## config.mk

```make
export PLATFORM = sky130hd
export DESIGN_NAME = arb4_rr_flat
export DESIGN_NICKNAME = d
export VERILOG_FILES = /design/src/rtl/arb4_rr_if.sv /design/src/rtl/arb4_rr.sv /design/src/flat_wrapper.sv
export SDC_FILE = /design/constraint.sdc
export NUM_CORES = 1
export LEC_CHECK = 0
export ABC_AREA = 1
export CORE_MARGIN = 1.5
export CORE_UTILIZATION = 40
export CTS_CLUSTER_SIZE = 8
export DETAILED_ROUTE_END_ITERATION = 16
export PLACE_DENSITY_LB_ADDON = 0.1
export RECOVER_POWER = 25
export SYNTH_ARGS = -nofsm -noshare
export SYNTH_HDL_FRONTEND = slang
export SYNTH_SLANG_ARGS = --single-unit
```

## constraint.sdc

```tcl
create_clock -name i_clk -period 2.2 [get_ports i_clk]
set_clock_uncertainty 0.05 [all_clocks]
set_input_delay 0.22 -clock i_clk [delete_from_list [all_inputs] [get_ports i_clk]]
set_output_delay 0.22 -clock i_clk [all_outputs]
set_load 0.005 [all_outputs]
```

## src/rtl/arb4_rr_if.sv

```systemverilog
// Request/grant bundle between the requesters and the round-robin arbiter.
interface arb4_rr_if;
    logic [3:0] i_req;      // bit k = requester k, level-sensitive
    logic [3:0] o_gnt;      // one-hot grant
    logic [1:0] o_gnt_idx;  // binary index of the owner
    logic       o_gnt_vld;  // any grant active

    // Requester side drives requests and observes the grant.
    modport master (output i_req, input o_gnt, o_gnt_idx, o_gnt_vld);
    // Arbiter side observes requests and drives the grant.
    modport slave  (input i_req, output o_gnt, o_gnt_idx, o_gnt_vld);
endinterface

```

## src/rtl/arb4_rr.sv

```systemverilog
// Four-way round-robin arbiter with a per-owner hold limit under contention.
// Outputs are decoded straight from flops, so they change only at clock edges.
module arb4_rr #(
    parameter int unsigned HOLD_MAX = 8   // 1..15
) (
    input  logic      i_clk,
    input  logic      i_rst,
    arb4_rr_if.slave  bus
);
    typedef enum logic {IDLE = 1'b0, GRANT = 1'b1} state_e;

    localparam logic [3:0] HOLD_LIM = 4'(HOLD_MAX);

    state_e     state_q, state_d;
    logic [1:0] ptr_q, ptr_d;     // first requester searched next time
    logic [1:0] idx_q, idx_d;     // current owner
    logic [3:0] cnt_q, cnt_d;     // consecutive cycles held by the owner

    logic [3:0] own_mask;
    logic [3:0] cand;
    logic [1:0] pos;
    logic [1:0] win;
    logic       win_vld;

    // Round-robin search over every requester except the current owner,
    // starting at ptr; scanning downward lets the nearest hit win last.
    always_comb begin
        own_mask = (state_q == GRANT) ? (4'b0001 << idx_q) : 4'b0000;
        cand     = bus.i_req & ~own_mask;
        pos      = ptr_q;
        win      = 2'd0;
        win_vld  = 1'b0;
        for (int k = 3; k >= 0; k--) begin
            pos = ptr_q + 2'(k);
            if (cand[pos]) begin
                win     = pos;
                win_vld = 1'b1;
            end
        end
    end

    // State, owner, pointer and hold-counter registers.
    always_ff @(posedge i_clk) begin
        if (i_rst) begin
            state_q <= IDLE;
            ptr_q   <= 2'd0;
            idx_q   <= 2'd0;
            cnt_q   <= 4'd0;
        end else begin
            state_q <= state_d;
            ptr_q   <= ptr_d;
            idx_q   <= idx_d;
            cnt_q   <= cnt_d;
        end
    end

    // Next-state: grant on demand, hand over on release or when the hold
    // limit is hit while someone else waits, otherwise keep the owner.
    always_comb begin
        state_d = state_q;
        ptr_d   = ptr_q;
        idx_d   = idx_q;
        cnt_d   = cnt_q;
        case (state_q)
            IDLE: begin
                if (win_vld) begin
                    state_d = GRANT;
                    idx_d   = win;
                    ptr_d   = win + 2'd1;
                    cnt_d   = 4'd1;
                end
            end
            GRANT: begin
                if (!bus.i_req[idx_q] || cnt_q == HOLD_LIM) begin
                    if (win_vld) begin
                        // Hand over in the same edge: no idle bubble.
                        idx_d = win;
                        ptr_d = win + 2'd1;
                        cnt_d = 4'd1;
                    end else if (!bus.i_req[idx_q]) begin
                        state_d = IDLE;
                        idx_d   = 2'd0;
                        cnt_d   = 4'd0;
                    end
                    // Otherwise: uncontended at the limit, hold with cnt saturated.
                end else begin
                    cnt_d = cnt_q + 4'd1;
                end
            end
            default: state_d = IDLE;
        endcase
    end

    // Outputs: index is cleared in IDLE, so decode gated by valid is one-hot or zero.
    always_comb begin
        bus.o_gnt_vld = (state_q == GRANT);
        bus.o_gnt_idx = idx_q;
        bus.o_gnt     = (state_q == GRANT) ? (4'b0001 << idx_q) : 4'b0000;
    end
endmodule

```

## src/flat_wrapper.sv

```systemverilog
// flat-port wrapper written by rule: the top's interface ports become plain ports
module arb4_rr_flat 
#(
    parameter int unsigned HOLD_MAX = 8           
)
  (i_clk, i_rst, bus_i_req, bus_o_gnt, bus_o_gnt_idx, bus_o_gnt_vld);
  arb4_rr_if bus_i ();
  input  logic i_clk;
  input  logic i_rst;
  input wire logic [$bits(bus_i.i_req)-1:0] bus_i_req;
  output wire logic [$bits(bus_i.o_gnt)-1:0] bus_o_gnt;
  output wire logic [$bits(bus_i.o_gnt_idx)-1:0] bus_o_gnt_idx;
  output wire logic [$bits(bus_i.o_gnt_vld)-1:0] bus_o_gnt_vld;
  assign bus_i.i_req = bus_i_req;
  assign bus_o_gnt = bus_i.o_gnt;
  assign bus_o_gnt_idx = bus_i.o_gnt_idx;
  assign bus_o_gnt_vld = bus_i.o_gnt_vld;
  arb4_rr #(.HOLD_MAX(HOLD_MAX)) u_core (.i_clk(i_clk), .i_rst(i_rst), .bus(bus_i));
endmodule
```

# Word level (Yosys, flattened, before mapping)
# Index checks and enable logic that the tools add are counted.
# classes
addsub	5
bitwise_logic	3
muxes	37
n_eq_ne	5
reduce_logical	4
n_lt_le_gt_ge	5
n_shift	1
# ops
op	count
$mux 2	10
$mux 4	5
$lt 2x3->1 const B	5
$mux 1	13
$bmux 1 s2	5
$pmux 2 s2	2
$pmux 4 s2	1
$add 2x1->2 const B	2
$add 2x2->2 const B	2
$add 4x1->4 const B	1
$and 4x4->4	1
$eq 4x4->1 const B	1
$ne 4x4->1 const B	1
$not 4->4	1
$shl 1x2->4 const A	1
$ne 3x3->1 const B	1
$reduce_and 3->1	1
$ne 2x1->1 const B	1
$ne 2x2->1 const B	1
$pmux 1 s2	1
$reduce_and 2->1	1
$logic_not 1->1	1
$logic_or 1x1->1	1
$not 1->1	1
# word_totals
out_inout_bits	7
wordCells	64
ff_bits	9

# Logic depth before layout (Yosys ltp)
# Gate-level depths: netlist of run 1.
# logic_depth
ltp_word	14
depth_mapped	15
ltp_nobuf	15

# Worst setup path before layout of run 1
# OpenSTA, ideal clock, no wires.
# synth_timing
kind	register -> register
startpoint	register u_core.state_q (netlist: u_core.bus.o_gnt_vld)
endpoint	register u_core.cnt_q[0]
setup_time_ps	115
setup_slack_ps	660
path_stages_with_launch	13
t_arrival_ps	1375
n_path_buf	1
path_cell_list	dfxtp_1 > buf_4 > nand3_1 > nand3_1 > nand2_2 > nand2_2 > nand2_2 > nor2_1 > nand2_2 > inv_2 > nand2_1 > a21oi_1 > nor2_1
# synth_via
elab_chain_cells	12
# synth_lines
item	line_no	source
start, declared	arb4_rr.sv:14	state_e state_q, state_d;
start signal, assigned	arb4_rr.sv:50	state_q <= state_d;
$mux 4	arb4_rr.sv:28	own_mask = (state_q == GRANT) ? (4'b0001 << idx_q) : 4'b0000;
$not 4->4	arb4_rr.sv:29	cand = bus.i_req & ~own_mask;
$and 4x4->4	arb4_rr.sv:29	
$bmux 1 s2	arb4_rr.sv:35	if (cand[pos]) begin
$mux 1 (not written as such)	arb4_rr.sv:35	
$mux 1 (4 in series)	arb4_rr.sv:35	
$mux 4	arb4_rr.sv:75	if (win_vld) begin
$mux 4	arb4_rr.sv:74	if (!bus.i_req[idx_q] || cnt_q == HOLD_LIM) begin
$pmux 4 s2	arb4_rr.sv:64	case (state_q)
end signal, assigned	arb4_rr.sv:53	cnt_q <= cnt_d;
end, declared	arb4_rr.sv:17	logic [3:0] cnt_q, cnt_d;
# Parallel ways exist; a longest one is shown, timed or not. The select of a mux whose other input is x is not followed.
# A chain may end at the register's enable or synchronous reset.

# Final worst setup path of run 1
# layout_timing
startpoint	register u_core.state_q (netlist: u_core.bus.o_gnt_vld)
endpoint	output bus_o_gnt[0]
# layout_via
elab_chain_cells	1
# layout_lines
item	line_no	source
$mux 4	arb4_rr.sv:98	bus.o_gnt = (state_q == GRANT) ? (4'b0001 << idx_q) : 4'b0000;
end, declared	flat_wrapper.sv:11	output wire logic [$bits(bus_i.o_gnt)-1:0] bus_o_gnt;
# No other way between the ends.

==> results.toml, run 1 <==
[min_path]
hold_depth = 2
hold_end = "u_core.cnt_q[2]$_SDFFE_PP0P_"
hp-class = "reg -> reg"
holdCritStartpoint = "u_core.cnt_q[2]$_SDFFE_PP0P_"

[timing]
setup_ws_ns = 0.376
rsz0062_at_grt = "no"
max_slew_margin_pct = 65.2
setup_viol = 0
period_share_pct = 82.9
setup_tns_ns = 0
tightest_slew_ns = 0.517
fmax_mhz = 548
period_needed_ns = 1.82
hold_violations = 0
slew_violations = 0

[critical_path]
r2r_setup_slack_ns = 0.40
rr_worst_depth = 11
critical_path_class = "reg -> out"
r2r_start = "u_core.bus.o_gnt_vld$_SDFF_PP0_"
worstSetupStartpointType = "register"
critPathRequiredTime_ns = 1.93
crit_family = "buffers and inverters"
arrival_ns = 1.55
slowest_stage = "dlygate4sd3_1"
timing.rr.end = "u_core.cnt_q[0]$_SDFFE_PP0P_"
cpPeakStageDelay_ns = 0.55
cp_max_fo = 11
crit_buf_inv = 2
crit_chain = "nand2_1 > inv_1 > dlygate4sd3_1"
critPathCaptureType = "output port"

[power]
p_clk_share_pct = 10.3
power.density_nw_per_um2 = 1300
combPwrFrac_pct = 66.8
p_int_w = 0.000589
swShare_pct = 51.8
power.switching_w = 0.000633
ir_worst_vdd_mv = 0.652
p_leak_nw = 0.498
pwr-share-seq_pct = 22.9

[logic_synthesis]
async_flop_share_pct = 0
syn_area_sq_um = 776
synth_commonest_cells = "nand2_1 (32), nand3_1 (23), inv_1 (19)"
synth_cell_types = 20
synth.area.top_cells = "dfxtp_1 (23%), nand2_1 (15%), nand3_1 (15%)"
seq_area_frac_synth_pct = 23.2
synth_area_leader_cell = "dfxtp_1"
synth_top_area_share_pct = 23.2
syn-num-nets = 137
postSynthAreaPerCell_sq_um = 6.01
synth_most_common_cell = "nand2_1"
syn_inst = 129
synth_ff_type = "dfxtp_1"
ys_warn_count = 0
ys_seq_elements = 9
synth_edf_count = 0

[finish]
area_growth_pct = 21.5
n_antenna_cell = 0
fillers = 180
fin_util_pct = 52.8
final_cell_count_no_fill = 169
multi_input_area_sq_um = 498
ff_latch_area_sq_um = 180
fin_nets = 153
drive_gt1_share_pct = 16.7

[global_routing]
grt_max_degree = 12
grt_pass1_wl_um = 2680
grt_antenna_before_repair = 0
grt_usage_pct = 17.1
grt-ovfl-total = 0
grt_pass1_vias = 680

[floorplan]
die_h_um = 47.0
dieArea_sq_um = 2210
pin_count = 13
fp-row-count = 15
coreArea_sq_um = 1780
initial_utilization_pct = 43.5
die_w_um = 47.0

[placement]
post-place-ws_ns = 0.352
place_congestion = 0.930
io_buffers = 12
dp_cells = 165
dpl.hpwl_um = 1370

[detailed_routing]
post-route-drc-count = 0
wl_met3_um = 59
wire_per_inst_um = 9.89
wl_um = 1670
ant_nets = 0
drt-met1-wl_um = 773
viasPerCell = 4.92
dr_total_vias = 831
route.met2.wl_um = 822
drt_iter0_drc = 26
drt_pass1_iterations = 4
highest_layer = "met4"

[clocking]
clk_latency_ns = 0.26
post_cts_buffers = 0
hold_buffers = 0
clk_pin_slew_worst_paths_ns = 0.06
cts_tree = "yes"
clock_sinks = 9
clock_tree.root_cell = "clkbuf_4"
numCtsBuffers = 3
htreeDepth = 1
cts_resized = 0
clockBufferDepth = 2

[run]
cap_violations = 0

[status]
outcome = "completed"
==> cells in the final DEF, fill, tap and decap left out, drive strengths merged <==
cell type and count:
a21oi 6, a31oi 1, buf 1, clkbuf 4, clkdlybuf4s50 8, dfxtp 9
dlygate4sd3 4, ha 2, inv 21, nand2 44, nand3 24, nand3b 1
nor2 13, o21ai 3, xnor2 1, xor2 2
==> per-layer routing <==
layer,vias up,track usage (%)
met1,373,21.4
met2,23,29.6
met4,0,8.33
met5,-,0
li1,433,-
met3,2,1.15
==> registers in the layout, indices dropped and copies added, names as in the netlist <==
register / cells
u_core.cnt_q: 4
u_core.bus.o_gnt_idx: 2
u_core.ptr_q: 2
u_core.bus.o_gnt_vld: 1
==> tightest hold or removal path, cell delays in order (launching register included) <==
cell and delay [ns]:
dfxtp_1 0.34, nand3_1 0.09, a21oi_1 0.05
==> cells by family after synthesis <==
family / count (synthesis) / share of synthesized area [%]
adders and majority gates: 2 / 3.23
xor gates and xnor gates: 3 / 4.36
DFF: 9 / 23.2
AOI/OAI and AO/OA: 10 / 7.10
and+or+nand+nor: 82 / 49.5
buffers and inverters: 23 / 12.6
==> through the flow <==
stage | hold slack (ns) | area [sq um] | total power (W)
after floorplan | 0.239 | 776 | 0.000926
after global placement | 0.451 | 916 | 0.00110
after detailed placement | 0.460 | 916 | 0.00111
after CTS | 0.484 | 942 | 0.00124
after global routing | 0.507 | 942 | 0.00135
final | 0.482 | 942 | 0.00122
==> worst max path at each step <==
| stage | start | to | depth (start not counted) | slack (ns) |
|---|---|---|---|---|
| finish | u_core.bus.o_gnt_vld$_SDFF_PP0_ | bus_o_gnt[0] | 3 | 0.38 |
| global route | u_core.bus.o_gnt_vld$_SDFF_PP0_ | u_core.cnt_q[0]$_SDFFE_PP0P_ | 11 | 0.18 |
| CTS | u_core.bus.o_gnt_vld$_SDFF_PP0_ | bus_o_gnt[2] | 3 | 0.36 |
| detailed placement | bus_i_req[1] | u_core.bus.o_gnt_idx[1]$_SDFFE_PP0P_ | 9 | 0.35 |
| global placement | bus_i_req[3] | u_core.bus.o_gnt_idx[0]$_SDFFE_PP0P_ | 9 | 0.31 |
| floorplan | u_core.bus.o_gnt_vld$_SDFF_PP0_ | u_core.cnt_q[0]$_SDFFE_PP0P_ | 12 | 0.66 |
==> power groups by stage <==
stage	Combinational [W]	Clock (W)	Sequential [W]
detailed placement	0.000823	0	0.000284
finish	0.000816	0.000126	0.000280
global route	0.000920	0.000137	0.000291
global placement	0.000812	0	0.000285
floorplan	0.000674	0	0.000252
CTS	0.000828	0.000132	0.000280
==> final cells by class <==
class	count	share of cell area (%)
Clock buffer	4	2.79
Inverter	21	8.37
Multi-Input combinational cell	97	52.9
Sequential cell	9	19.1
Tap cell	25	3.32
Timing Repair Buffer	13	13.5
No activity file was read; power rests on OpenSTA's default activity.
==> inputs of run 2 (changes only) <==
Clock period 2.2 ns to 1.6 ns, I/O delays scaled along.
==> run 2 against run 1 <==
- the run now ends with setup timing left
- first-iteration DRC count decreased by 15%
- sequential power is 50% higher
- register-to-register slack lost 0.42 ns
- flip-flop and latch count is the same
- routed wire length up 25%
- non-clock buffer count rose by 15
- clock-buffer cell count unchanged
- worst hold slack got worse by 0.0034 ns
==> results.toml, run 2 (synthesis gave the netlist of run 1 again) <==
[global_routing]
grt-ovfl-total = 0
grt_antenna_before_repair = 0
grt_pass1_wl_um = 2880
grt_usage_pct = 18.2
grt_pass1_vias = 758
grt_max_degree = 8

[finish]
fillers = 150
area_growth_pct = 62.4
fin_nets = 168
drive_gt1_share_pct = 45.9
multi_input_area_sq_um = 681
ff_latch_area_sq_um = 194
final_common_cell = "nand2_1"
largest_register_ffs = 4
final_cell_count_no_fill = 184
largest-register = "u_core.cnt_q"
n_antenna_cell = 0
final_cell_mix = "nand2_1 (25), inv_1 (16), buf_4 (15)"

[detailed_routing]
wire_per_inst_um = 11.4
drt_pass1_iterations = 4
wl_um = 2100
post-route-drc-count = 0
drt_iter0_drc = 22
dr_total_vias = 923
ant_nets = 0
viasPerCell = 5.02

[timing]
setup_viol = 1
rsz0062_at_grt = "yes"
fmax_mhz = 616
setup_tns_ns = -0.0239
period_needed_ns = 1.62
max_slew_margin_pct = 84.3
tightest_slew_ns = 0.234
period_share_pct = 101
slew_violations = 0
setup_ws_ns = -0.0239
hold_violations = 0
hold_slack_ns = 0.479

[placement]
dpl.hpwl_um = 1440
dp_cells = 178
place_congestion = 0.835
io_buffers = 12

[critical_path]
crit_top_cell = "nand2_2"
cp_max_fo = 7
critical_path_class = "reg -> reg"
cpPeakStageDelay_ns = 0.40
slowest_stage = "dfxtp_4"
r2r_setup_slack_ns = -0.02
worstSetupStartpointType = "register"
crit_chain = "nor2_4 > nand2_2 > nand3_2 > nand2_2 > nand2_2 > nand2_4 > nor2_4 > nand2_4 > inv_4 > nand2_2 > o21ai_1 > nor2_1"
critPathRequiredTime_ns = 1.71
crit_buf_inv = 1
critPathCaptureType = "register"
arrival_ns = 1.73
crit_family = "simple AND/OR/NAND/NOR gates"

[power]
swShare_pct = 51.6
p_clk_share_pct = 7.7
ir_worst_vdd_mv = 1.10
p_int_w = 0.00110
pwr-share-seq_pct = 18.4
finalPower_w = 0.00228
power.switching_w = 0.00118
power.density_nw_per_um2 = 1810
combPwrFrac_pct = 73.8
p_leak_nw = 0.642

[floorplan]
pin_count = 13
die_h_um = 47.0
initial_utilization_pct = 43.5
fp-row-count = 15
die_w_um = 47.0
coreArea_sq_um = 1780
dieArea_sq_um = 2210

[clocking]
clock_tree.root_cell = "clkbuf_4"
htreeDepth = 1
numCtsBuffers = 3
clockBufferDepth = 2
clk_pin_slew_worst_paths_ns = 0.06
clock_sinks = 9
clk_latency_ns = 0.26
cts_tree = "yes"

[status]
violations = "setup timing"
outcome = "complete, but fails checks"

[min_path]
hp-class = "reg -> reg"

[run]
cap_violations = 0
[run 2: cell count changes in the layout (fill, tap and decap cells not counted), sizes merged]
| cell | before | now |
|---|---|---|
| dlymetal6s2s | 0 | 1 |
| buf | 1 | 16 |
| dlygate4sd3 | 4 | 0 |
| dlygate4sd2 | 0 | 4 |
| clkdlybuf4s50 | 8 | 7 |
[run 2: layout make-up]
class,instances,share of cell area [%]
Tap cell,25,2.48
Multi-Input combinational cell,97,54.0
Sequential cell,9,15.4
Clock buffer,4,2.09
Inverter,21,6.85
Timing Repair Buffer,28,19.2
[run 2: tightest hold or removal path: stages (launching register included)]
cell,delay [ns]
dfxtp_1,0.33
nand3_1,0.09
a21oi_1,0.06
[run 2: metrics by stage]
stage                     instance area, sq um  setup slack [ns]  util [%]
after floorplan                            776            0.0601         -
after global routing                      1260            -0.108      70.7
after global placement                    1010            -0.130      56.8
after CTS                                 1090         -0.000421      61.3
after detailed placement                  1010            -0.149      56.8
final                                     1260           -0.0239      70.7
[run 2: power groups by stage]
stage / Sequential (W) / Clock, W / Combinational (W)
final: 0.000421 / 0.000177 / 0.00169
after global routing: 0.000431 / 0.000189 / 0.00185
after CTS: 0.000395 / 0.000181 / 0.00132
after detailed placement: 0.000363 / 0 / 0.00129
after global placement: 0.000362 / 0 / 0.00126
after floorplan: 0.000347 / 0 / 0.000927
[run 2: path summary, 6_finish.rpt]
kind	start	endpoint	cells after the start
setup / recovery	u_core.bus.o_gnt_idx[1]$_SDFFE_PP0P_	u_core.cnt_q[0]$_SDFFE_PP0P_	12
hold / removal	u_core.cnt_q[3]$_SDFFE_PP0P_	u_core.cnt_q[3]$_SDFFE_PP0P_	2
setup reg to reg	u_core.bus.o_gnt_idx[1]$_SDFFE_PP0P_	u_core.cnt_q[0]$_SDFFE_PP0P_	12
hold reg to reg	u_core.cnt_q[3]$_SDFFE_PP0P_	u_core.cnt_q[3]$_SDFFE_PP0P_	2
[run 2: per-layer routing]
layer / GRT usage, % / wire, um / vias up
met5: 0 / 0 / -
met4: 8.33 / 29 / 0
met3: 1.15 / 46 / 4
met2: 35.1 / 1190 / 16
met1: 20.0 / 830 / 431
li1: - / - / 472
[run 2: what timing repair did]
| item | in CTS | in global routing |
|---|---|---|
| cloned | 0 | 0 |
| endpoints found under the setup margin | 13 | 10 |
| pin swaps | 1 | 10 |
| buffers inserted | 1 | 1 |
| gates resized for setup | 20 | 42 |
| hold buffers | 0 | 0 |
